--- src/rtl/fetch_pkg.sv ---
// fetch_pkg -- shared definitions for the instruction fetch unit.
//   ADDR_W_DEF   : default program address width
//   INSTR_W_DEF  : default instruction word width
//   RESET_PC_DEF : default first fetch address after reset
//   state_e      : fetch FSM states (IDLE, FETCH, HALT)
package fetch_pkg;

  localparam int          ADDR_W_DEF   = 8;
  localparam int          INSTR_W_DEF  = 17;
  localparam logic [7:0]  RESET_PC_DEF = 8'h00;

  typedef enum logic [1:0] {
    IDLE  = 2'd0,
    FETCH = 2'd1,
    HALT  = 2'd2
  } state_e;

endpackage

--- src/rtl/fetch_pc.sv ---
// fetch_pc -- program counter register for the fetch unit.
// Branch load has priority over increment; the increment wraps modulo
// 2^ADDR_W through plain unsigned overflow.
// Ports:
//   clk, rst_n : clock, asynchronous active-low reset
//   load       : load target into the PC this edge (branch)
//   target     : branch address
//   inc        : advance the PC by one this edge (fetch)
//   pc         : current program counter
module fetch_pc
  import fetch_pkg::*;
#(
  parameter int                ADDR_W   = ADDR_W_DEF,
  parameter logic [ADDR_W-1:0] RESET_PC = ADDR_W'(RESET_PC_DEF)
) (
  input  logic              clk,
  input  logic              rst_n,
  input  logic              load,
  input  logic [ADDR_W-1:0] target,
  input  logic              inc,
  output logic [ADDR_W-1:0] pc
);

  // NOTE: sequential state uses non-blocking assignments so every flop
  // samples pre-edge values regardless of block ordering.
  always_ff @(posedge clk or negedge rst_n) begin
    if (!rst_n) begin
      pc <= RESET_PC;
    end else if (load) begin
      pc <= target;
    end else if (inc) begin
      pc <= pc + ADDR_W'(1);
    end
  end

endmodule

--- src/rtl/fetch_unit.sv ---
// fetch_unit -- instruction fetch stage with a single-entry instruction
// register (ir) handshaking to decode.
// Optional feature: define FETCH_PERF_CNT_EN to add the saturating
// fetch counter output fetch_cnt.
// Ports:
//   clk, rst_n         : clock, asynchronous active-low reset
//   run                : enables fetching
//   halt_req           : one-cycle request to stop fetching
//   br_valid/br_target : redirect the PC (highest priority, flushes ir)
//   pm_addr/pm_cs      : program memory address (= PC) and chip select
//   pm_instr           : combinational program memory read data
//   ir/ir_pc/ir_valid  : fetched instruction, its address, occupancy flag
//   ir_ready           : decode consumes ir this cycle
//   halted             : FSM is in HALT
//   fetch_cnt          : (FETCH_PERF_CNT_EN only) saturating fetch count
module fetch_unit
  import fetch_pkg::*;
#(
  parameter int                ADDR_W   = ADDR_W_DEF,
  parameter int                INSTR_W  = INSTR_W_DEF,
  parameter logic [ADDR_W-1:0] RESET_PC = ADDR_W'(RESET_PC_DEF)
) (
  input  logic               clk,
  input  logic               rst_n,
  input  logic               run,
  input  logic               halt_req,
  input  logic               br_valid,
  input  logic [ADDR_W-1:0]  br_target,
  output logic [ADDR_W-1:0]  pm_addr,
  output logic               pm_cs,
  input  logic [INSTR_W-1:0] pm_instr,
  output logic [INSTR_W-1:0] ir,
  output logic [ADDR_W-1:0]  ir_pc,
  output logic               ir_valid,
  input  logic               ir_ready,
  output logic               halted
`ifdef FETCH_PERF_CNT_EN
  ,
  output logic [15:0]        fetch_cnt
`endif
);

  state_e            state;
  state_e            state_nxt;
  logic [ADDR_W-1:0] pc;
  logic              slot_free;
  logic              fetch;

  // The ir slot can take a new word when empty or being drained this cycle.
  assign slot_free = !ir_valid || ir_ready;
  // A branch always wins; halt_req suppresses the fetch in its own cycle.
  assign fetch     = (state == FETCH) && run && !halt_req && !br_valid && slot_free;
  assign pm_addr   = pc;

  fetch_pc #(
    .ADDR_W   (ADDR_W),
    .RESET_PC (RESET_PC)
  ) u_pc (
    .clk    (clk),
    .rst_n  (rst_n),
    .load   (br_valid),
    .target (br_target),
    .inc    (fetch),
    .pc     (pc)
  );

  // NOTE: state_nxt gets a default before the case so no path leaves it
  // unassigned, which would otherwise infer a latch.
  always_comb begin
    state_nxt = state;
    unique case (state)
      IDLE:    if (run) state_nxt = FETCH;
      FETCH: begin
        // A halt request wins over run dropping, also when paired with a branch.
        if (halt_req)  state_nxt = HALT;
        else if (!run) state_nxt = IDLE;
      end
      HALT:    if (!run) state_nxt = IDLE;
      default: state_nxt = IDLE;
    endcase
  end

  // pm_cs and halted are registered alongside the state so they come
  // straight from flops with no decode glitches.
  always_ff @(posedge clk or negedge rst_n) begin
    if (!rst_n) begin
      state  <= IDLE;
      pm_cs  <= 1'b0;
      halted <= 1'b0;
    end else begin
      state  <= state_nxt;
      pm_cs  <= (state_nxt == FETCH);
      halted <= (state_nxt == HALT);
    end
  end

  // NOTE: ir is a datapath register that would not normally need a reset,
  // but decode observes ir/ir_pc directly so they come up at zero.
  always_ff @(posedge clk or negedge rst_n) begin
    if (!rst_n) begin
      ir       <= '0;
      ir_pc    <= '0;
      ir_valid <= 1'b0;
    end else if (br_valid) begin
      ir_valid <= 1'b0;
    end else if (fetch) begin
      ir       <= pm_instr;
      ir_pc    <= pc;
      ir_valid <= 1'b1;
    end else if (ir_valid && ir_ready) begin
      ir_valid <= 1'b0;
    end
  end

`ifdef FETCH_PERF_CNT_EN
  always_ff @(posedge clk or negedge rst_n) begin
    if (!rst_n) begin
      fetch_cnt <= '0;
    end else if (fetch && (fetch_cnt != 16'hFFFF)) begin
      fetch_cnt <= fetch_cnt + 16'd1;
    end
  end
`endif

endmodule

--- config.mk ---
export PLATFORM = sky130hd
export DESIGN_NAME = fetch_unit
export DESIGN_NICKNAME = d
export VERILOG_FILES = /design/src/rtl/fetch_pkg.sv /design/src/rtl/fetch_pc.sv /design/src/rtl/fetch_unit.sv
export SDC_FILE = /design/constraint.sdc
export NUM_CORES = 1
export LEC_CHECK = 0
export BUFFER_PORTS_ARGS = -buffer_cell sky130_fd_sc_hd__buf_2
export CAP_MARGIN = 40
export CORE_MARGIN = 10
export CORE_UTILIZATION = 28
export DETAILED_ROUTE_END_ITERATION = 10
export GPL_ROUTABILITY_DRIVEN = 0
export GPL_TIMING_DRIVEN = 0
export HOLD_SLACK_MARGIN = 0.08
export PLACE_DENSITY = 0.56
export SYNTH_ARGS = -nofsm -noshare
export SYNTH_HDL_FRONTEND = slang
export SYNTH_SLANG_ARGS = --single-unit
export TNS_END_PERCENT = 30
--- constraint.sdc ---
create_clock -name clk -period 5.2 [get_ports clk]
set_input_delay 0.52 -clock clk [delete_from_list [all_inputs] [get_ports clk]]
set_output_delay 0.52 -clock clk [all_outputs]
set_load 0.01 [all_outputs]
* Word level (Yosys, flattened, before mapping) *
Cells that the tools add are included.

storage, ports and cells
  register bits = 38
  bits in latches = 0
  memory bits (writable) = 0
  ROM bits = 0
  bits of input ports = 31
  output and inout bits = 36
  word-level logic and storage cells = 35
  memories = 0

cells by class
  add/subtract/negate cells = 1
  multipliers = 0
  div/mod/pow operators = 0
  $lt $le $gt $ge = 0
  eq/ne operators = 4
  shift-type cells = 0
  muxes and demuxes = 9
  bitwise operators = 1
  reduce and logical (&&, ||, !) cells = 13

operators with widths
  operator                                                               count
  8-bit two-way mux                                                      2
  8-bit by 1-bit adder with 8-bit output, second input constant          1
  2-bit two-way mux                                                      3
  2-bit case mux with 3 select lines                                     1
  1-bit logical AND                                                      5
  2-bit by 1-bit equality test with 1-bit output, second input constant  2
  2-bit equality test, second input constant                             2
  1-bit logical NOT                                                      3
  1-bit two-way mux                                                      3
  3-bit nonzero test                                                     1
  2-bit logical NOT                                                      1
  2-bit AND reduction                                                    1
  2-bit nonzero test                                                     1
  1-bit logical OR                                                       1
  1-bit NOT                                                              1

* Logic depth before layout (Yosys ltp) *
Gate-level depths: netlist of run 1.

  depth after elaboration = 7
  gate-level depth with buffers = 5
  mapped depth without buffers = 4

* Cells and area by module *
Synthesis of run 1 repeated with hierarchy kept, for this count alone.

unflattened totals
  cell total of the unflattened synthesis = 117
  area, all modules = 1584.0 um^2

modules (own cells, without submodules)
  module      instances  cells each  area each (um^2)  seq. area each (um^2)
  fetch_unit  1          68          1133.6            750.7
  fetch_pc    1          49          450.4             200.2

* Least setup slack after synthesis of run 1 *
OpenSTA, ideal clock, no wires.

  path kind = input to register
  start = input port halt_req
  end = register ir[0]
  library setup time = 0.125 ns
  arrival = 1.576 ns
  required time = 5.075 ns
  slack = 3.499 ns
  stages = 5
  buffers on the path = 1
  cell sequence = and4bb_4 -> nand2_4 -> nor2_8 -> buf_6 -> mux2_2

on the way
  longest elaborated chain between the ends = 5

ends and longest elaborated chain
  what                                  RTL line           RTL
  start, declared                       fetch_unit.sv:26   input logic halt_req,
  1-bit logical NOT                     fetch_unit.sv:52   assign fetch = (state == FETCH) && run && !halt_req && !br_valid && slot_free;
  1-bit logical AND (3 in a row)        fetch_unit.sv:52
  2-bit AND reduction (no source line)  -
  end signal, assigned                  fetch_unit.sv:107  ir <= pm_instr;
  end, declared                         fetch_unit.sv:32   output logic [INSTR_W-1:0] ir,

Every way passes these cells.
A chain may end at the register's enable or synchronous reset.

* Worst setup path in the final report of run 1 *
  start = register state[1]
  end = register ir[9]

on the way
  longest elaborated chain between the ends = 6

ends and longest elaborated chain
  what                                            RTL line          RTL
  start, declared                                 fetch_unit.sv:43  state_e state;
  start signal, assigned                          fetch_unit.sv:91  state <= state_nxt;
  2-bit by 1-bit equality test with 1-bit output  fetch_unit.sv:52
  1-bit logical AND (4 in a row)                  fetch_unit.sv:52
  2-bit AND reduction (no source line)            -

Every way passes these cells.

==> reports/results.tsv, run 1 <==
stage	metric	value	unit
worst_setup_path	startpoint types	register	
cts	post-CTS sizing	0	
timing	final setup TNS	0	ps
route	Pre-Repair DR Iteration Count	4	
timing	final setup violating endpoints	0	
cts	# hold bufs at CTS	1	
timing	worst slew pin tran	396	ps
floorplanning	die area	0.00916	sq mm
timing	Tcrit/Tclk final	34.0	%
route	DRC Markers	0	
synthesis	Post-Syn Area per Cell	13.8	sq um
floorplanning	Die Height	95.7	um
synthesis	Synthesis Warnings	0	
worst_setup_path	CP Capture Type	register	
worst_setup_path	WP data required	5360	ps
timing	Tmin final	1770	ps
route	vias	1141	
finish	fin cells	262	
route	number of vias per cell	4.35	
timing	Rel. slew slack	73.6	%
placement	DP Wirelength	2990	um
job	Max Cap Viol	0	
timing	RSZ-0062 raised after global routing	false	
floorplanning	Boundary Pins	67	
cts	Clock Latency Late Sink	280	ps
grt	Congestion Overflow GR	0	
finish	Final nets	223	
worst_setup_path	kind of critical path	register to register	
cts	Setup Buffers After CTS	0	
finish	post-route cell area	0.00214	sq mm
power_and_ir_drop	PD cells	401	mW/mm^2
finish	Layout area overhead	33.2	%
grt	vias in the first global route	1203	
floorplanning	Chip Width	95.7	um
synthesis	Distinct cells, synth	25	
finish	layout cell share with drive strength beyond 1	56.3	%
floorplanning	row count	27	
cts	CTS Sinks	38	
finish	ant diodes	0	
cts	CTS tree	yes	
timing	skew final	3.90	ps
grt	first-pass GRT wire length	6080	um
route	wire per inst	14.8	um
power_and_ir_drop	Leakage	1.04	nW
synthesis	register area share after synthesis	59.3	%
synthesis	syn_nets	148	
cts	CTS Buffer Depth	2	
worst_setup_path	Crit Path Max Fanout	10	
grt	antenna violations before repair	0	
route	Routed Wire Length	3870	um
synthesis	FF+latch count, synth	38	
cts	Max H-tree Level	2	
power_and_ir_drop	peak supply drop	183	uV
route	Post-DRT Antenna Nets	0	
worst_setup_path	Crit path arrival time	1930	ps
cts	Clock transition at path regs	70	ps
synthesis	synthesized cell area	0.00160	sq mm
min_path	HP Class	primary input to register	
synthesis	Cells after Synth	116	
floorplanning	Initial Util	29.0	%
finish	final core utilization	38.6	%
run_status	outcome	completed	
timing	maximum clock rate	566	MHz
grt	GRT Util Overall	8.53	%
placement	port buffer count	66	
timing	final hold violation count	0	
grt	largest net degree at the start of global routing	33	
floorplanning	Core Box Area	0.00554	sq mm
route	number of DRC markers in iteration 0	11	
cts	TritonCTS Buffers	5	
placement	Area after DPL	0.00204	sq mm
timing	Final Max Slew Viols	0	
cts	Root Driver	clkbuf_8	
timing	Worst Hold Slack	440	ps
placement	Inst Count DP	255	
==> layout make-up <==
class                   count  area [sq um]
inverters                   1          3.75
well taps                  72          90.1
plain buffers               3          26.3
fillers                   558          3400
multi-input cells          74           623
flip-flops and latches     38           951
clock buffers               6          82.6
repair buffers             68           360
==> synth_stat cells <==
cell	number	share of area (%)
a31oi_1	2	0.78
and2_1	2	0.78
and2b_2	1	0.55
and3_1	1	0.39
and3b_2	2	1.2
and4bb_4	1	1.0
buf_6	2	1.4
clkbuf_1	1	0.23
dfrtp_1	38	59
ha_1	1	0.78
inv_1	1	0.23
mux2_2	25	18
mux2i_1	1	0.62
nand2_1	8	1.9
nand2_4	1	0.70
nand2b_1	1	0.39
nand3_1	2	0.62
nand3b_1	1	0.47
nand4_1	3	1.2
nand4_4	1	1.3
nor2_1	3	0.70
nor2_8	1	1.2
o21ai_0	10	3.1
or3_1	2	0.78
xor2_1	5	2.7
==> cell families (layout without fill, tap and decap cells) <==
kind of cell | Yosys count | after routing | share of synthesized area [%]
AO/OA/AOI/OAI | 12 | 12 | 3.90
XOR/XNOR | 5 | 5 | 2.73
adder cells (fa/ha/maj) | 1 | 1 | 0.780
buffers and inverters | 4 | 78 | 1.87
flip-flops | 38 | 38 | 59.3
multiplexers | 26 | 26 | 18.2
AND/OR/NAND/NOR | 30 | 30 | 13.3
==> through the flow <==
stage | total power [W] | setup slack [ps]
after floorplan | 0.000548 | 3500
after global placement | 0.000667 | 3240
after detailed placement | 0.000676 | 3240
after CTS | 0.000880 | 3420
after global routing | 0.000921 | 3340
final | 0.000856 | 3430
==> path summary, 6_finish.rpt <==
path | start | endpoint | slack (ps) | cells past startpoint
max in group asynchronous | rst_n | ir[1] | 4180 | 3
hold reg to reg | ir[11] | ir[11] | 500 | 1
setup reg to reg | state[1] | ir[9] | 3430 | 5
min in group asynchronous | rst_n | ir_pc[0] | 600 | 2
setup / recovery | state[1] | ir[9] | 3430 | 5
hold / removal | br_target[5] | u_pc.pc[5] | 440 | 3
==> sequential cells by signal (all words and copies together) (netlist names) <==
signal / count
ir: 17
ir_pc: 8
u_pc.pc: 8
state: 2
halted: 1
ir_valid: 1
pm_cs: 1
==> critical path: stages (launching register included) <==
cell	delay, ps
dfrtp_1	410
and4bb_4	430
nand2_4	100
nor2_8	190
buf_6	180
mux2_2	340
==> cell usage in the layout, fill, tap and decap left out, types with 2 or more instances in the layout <==
cell type and instances:
o21ai_0 10, or3_1 2, mux2_2 25, and3b_2 2, buf_2 66, nor2_1 3
and2_1 2, clkbuf_8 6, nand2_1 8, a31oi_1 2, xor2_1 5, nand4_1 3
buf_6 2, dfrtp_1 38, nand3_1 2
==> where the power goes <==
group          switching [W]  internal (W)
clock network      0.0000943      0.000102
logic               0.000116      0.000127
registers          0.0000410      0.000376
total               0.000251      0.000606
==> per-layer routing <==
layer	routed length (um)	GRT usage (%)	vias to the layer above
li1	-	-	563
met1	1540	9.59	529
met2	1810	13.6	46
met3	496	5.21	3
met4	25	1.84	0
met5	0	0	-
No activity file was read; power rests on OpenSTA's default activity.
==> run 2, diff against run 1 <==
PLACE_DENSITY = 0.58   (was 0.56)
clock period = 1.5 ns   (was 5.2 ns; I/O delays follow)
==> run 2 against run 1 <==
Compared with the run above:
- the run now ends with negative setup slack left
- count of clock-buffer cells in the layout rose by 1
- power rose to 3.6 times the previous value
- fmax rose by 12%
- cell area rose by 9.7%
- register-to-register slack got worse by 3500 ps
- global-route usage rose by 0.55 points
- critical path depth did not move
- critical path type unchanged
- largest cell class unchanged
- largest power group unchanged
==> reports/results.tsv, run 2 (same netlist as run 1, synthesis figures left out) <==
stage	metric	value	unit
timing	PnR worst setup slack	-74.7	ps
timing	Final Max Slew Viols	0	
floorplanning	Die Height	95.7	um
min_path	HP Class	primary input to register	
worst_setup_path	Crit. path cell count	5	
worst_setup_path	reg-to-reg endpoint	ir[16]	
finish	layout cell share with drive strength beyond 1	55.1	%
power_and_ir_drop	peak supply drop	485	uV
timing	Tmin final	1570	ps
worst_setup_path	WP data required	1670	ps
route	number of vias per cell	4.41	
cts	Clock Latency Late Sink	290	ps
finish	fin cells	279	
finish	largest registers	ir: 17 flops, ir_pc: 8 flops, u_pc.pc: 8 flops	
floorplanning	Chip Width	95.7	um
worst_setup_path	Crit path arrival time	1740	ps
finish	commonest non-fill, non-tap cells in the layout	66 x buf_2, 38 x dfrtp_1, 15 x mux2_2	
timing	maximum clock rate	635	MHz
route	vias	1231	
floorplanning	Initial Util	29.0	%
finish	largest register by flop count	ir	
floorplanning	die area	0.00916	sq mm
finish	FF/Latch Area	951	sq um
cts	TritonCTS Buffers	5	
route	wire per inst	14.8	um
route	Pre-Repair DR Iteration Count	4	
route	number of DRC markers in iteration 0	14	
timing	Worst Hold Slack	84.4	ps
worst_setup_path	kind of critical path	register to register	
grt	first-pass GRT wire length	6440	um
cts	Clock transition at path regs	80	ps
cts	Max H-tree Level	2	
grt	Congestion Overflow GR	0	
floorplanning	Core Box Area	0.00554	sq mm
worst_setup_path	startpoint types	register	
timing	final setup TNS	-1270	ps
timing	Tcrit/Tclk final	105	%
timing	final setup violating endpoints	26	
worst_setup_path	CP Launch Point	state[1]	
finish	ant diodes	0	
grt	vias in the first global route	1316	
finish	Layout area overhead	46.1	%
run_status	violated checks	negative setup slack	
finish	Final nets	238	
cts	Root Driver	clkbuf_8	
route	Routed Wire Length	4140	um
grt	antenna violations before repair	0	
worst_setup_path	CP max-delay cell	dfrtp_1	
power_and_ir_drop	Leakage	1.15	nW
worst_setup_path	CP Capture Type	register	
finish	footprint of the multi-input gates	663	sq um
finish	commonest non-fill, non-tap cell in the layout	buf_2	
grt	largest net degree at the start of global routing	24	
cts	CTS tree	yes	
placement	port buffer count	66	
worst_setup_path	crit path capture	ir[16]	
worst_setup_path	cells along the critical path	and4bb_4 > nand2_4 > nor2_8 > buf_8 > mux2_2	
worst_setup_path	R2R Setup Slk	-70	ps
cts	CTS Buffer Depth	2	
route	Post-DRT Antenna Nets	0	
timing	Rel. slew slack	71.8	%
run_status	outcome	complete, but fails checks	
worst_setup_path	CP peak stage delay	380	ps
worst_setup_path	WP buf/inv	1	
floorplanning	row count	27	
timing	worst slew pin tran	423	ps
finish	final core utilization	42.3	%
timing	skew final	9.56	ps
timing	final hold violation count	0	
job	Max Cap Viol	0	
worst_setup_path	Crit Path Max Fanout	10	
route	DRC Markers	0	
finish	max reg flops	17	
grt	GRT Util Overall	9.08	%
cts	CTS Sinks	38	
floorplanning	Boundary Pins	67	
worst_setup_path	RR Startpoint	state[1]	
placement	DP Wirelength	3070	um
placement	Inst Count DP	255	
finish	number of fill cells	550	
worst_setup_path	crit-path leading delay family	simple AND/OR/NAND/NOR gates	
worst_setup_path	R2R depth	5	
timing	RSZ-0062 raised after global routing	true	
power_and_ir_drop	PD cells	1330	mW/mm^2
-- run 2: cell count changes in the layout (fill, tap and decap cells not counted), sizes merged --
cell	delta
buf	+5
dlygate4sd3	+10
clkbuf	+1
clkinv	+1
-- run 2: final cells by class --
class                   count  area share [%]
plain buffers               3            1.66
clock buffers               7            3.68
clock inverters             1           0.214
inverters                   1           0.160
multi-input cells          74            28.3
flip-flops and latches     38            40.6
well taps                  72            3.84
repair buffers             83            21.6
-- run 2: worst min-delay path by stage --
stage	from	endpoint	slack (ps)	cells past startpoint
floorplan	rst_n	halted	-150	0
global placement	rst_n	ir_valid	330	1
detailed placement	rst_n	ir_valid	120	1
CTS	pm_instr[13]	ir[13]	80	2
global route	pm_instr[7]	ir[7]	80	2
finish	br_target[2]	u_pc.pc[2]	80	3
-- run 2: per-stage QoR --
stage	instance area (sq um)	setup slack (ps)	power, W
final	2340	-74.7	0.00312
after global routing	2340	-127	0.00332
after global placement	2020	-245	0.00231
after CTS	2290	-115	0.00313
after detailed placement	2050	-262	0.00234
after floorplan	1600	-85.2	0.00190
-- run 2: worst reg2reg max path, stage by stage (launching register included) --
cell and delay, ps:
dfrtp_1 380, and4bb_4 360, nand2_4 80, nor2_8 140
buf_8 150, mux2_2 340
-- run 2: per-layer routing --
metal	part of all wire [%]	routed length, um	track usage [%]	up-vias
met5	0	0	0	-
met4	1.2	51	2.95	0
met3	10	415	4.98	5
met2	47	1940	15.1	42
met1	42	1730	9.68	590
li1	-	-	-	594
-- run 2: repair_timing --
item / in CTS / in global routing
hold buffers: 10 / 1
endpoints found under the setup margin: 26 / 31
setup buffers: 5 / 0
resized for setup: 4 / 14
pin swaps: 4 / 2
endpoints found under the hold margin: 24 / 1
-- run 2: power breakdown --
group	internal (W)	switching, W
registers	0.00130	0.000147
clock network	0.000371	0.000355
logic	0.000525	0.000419
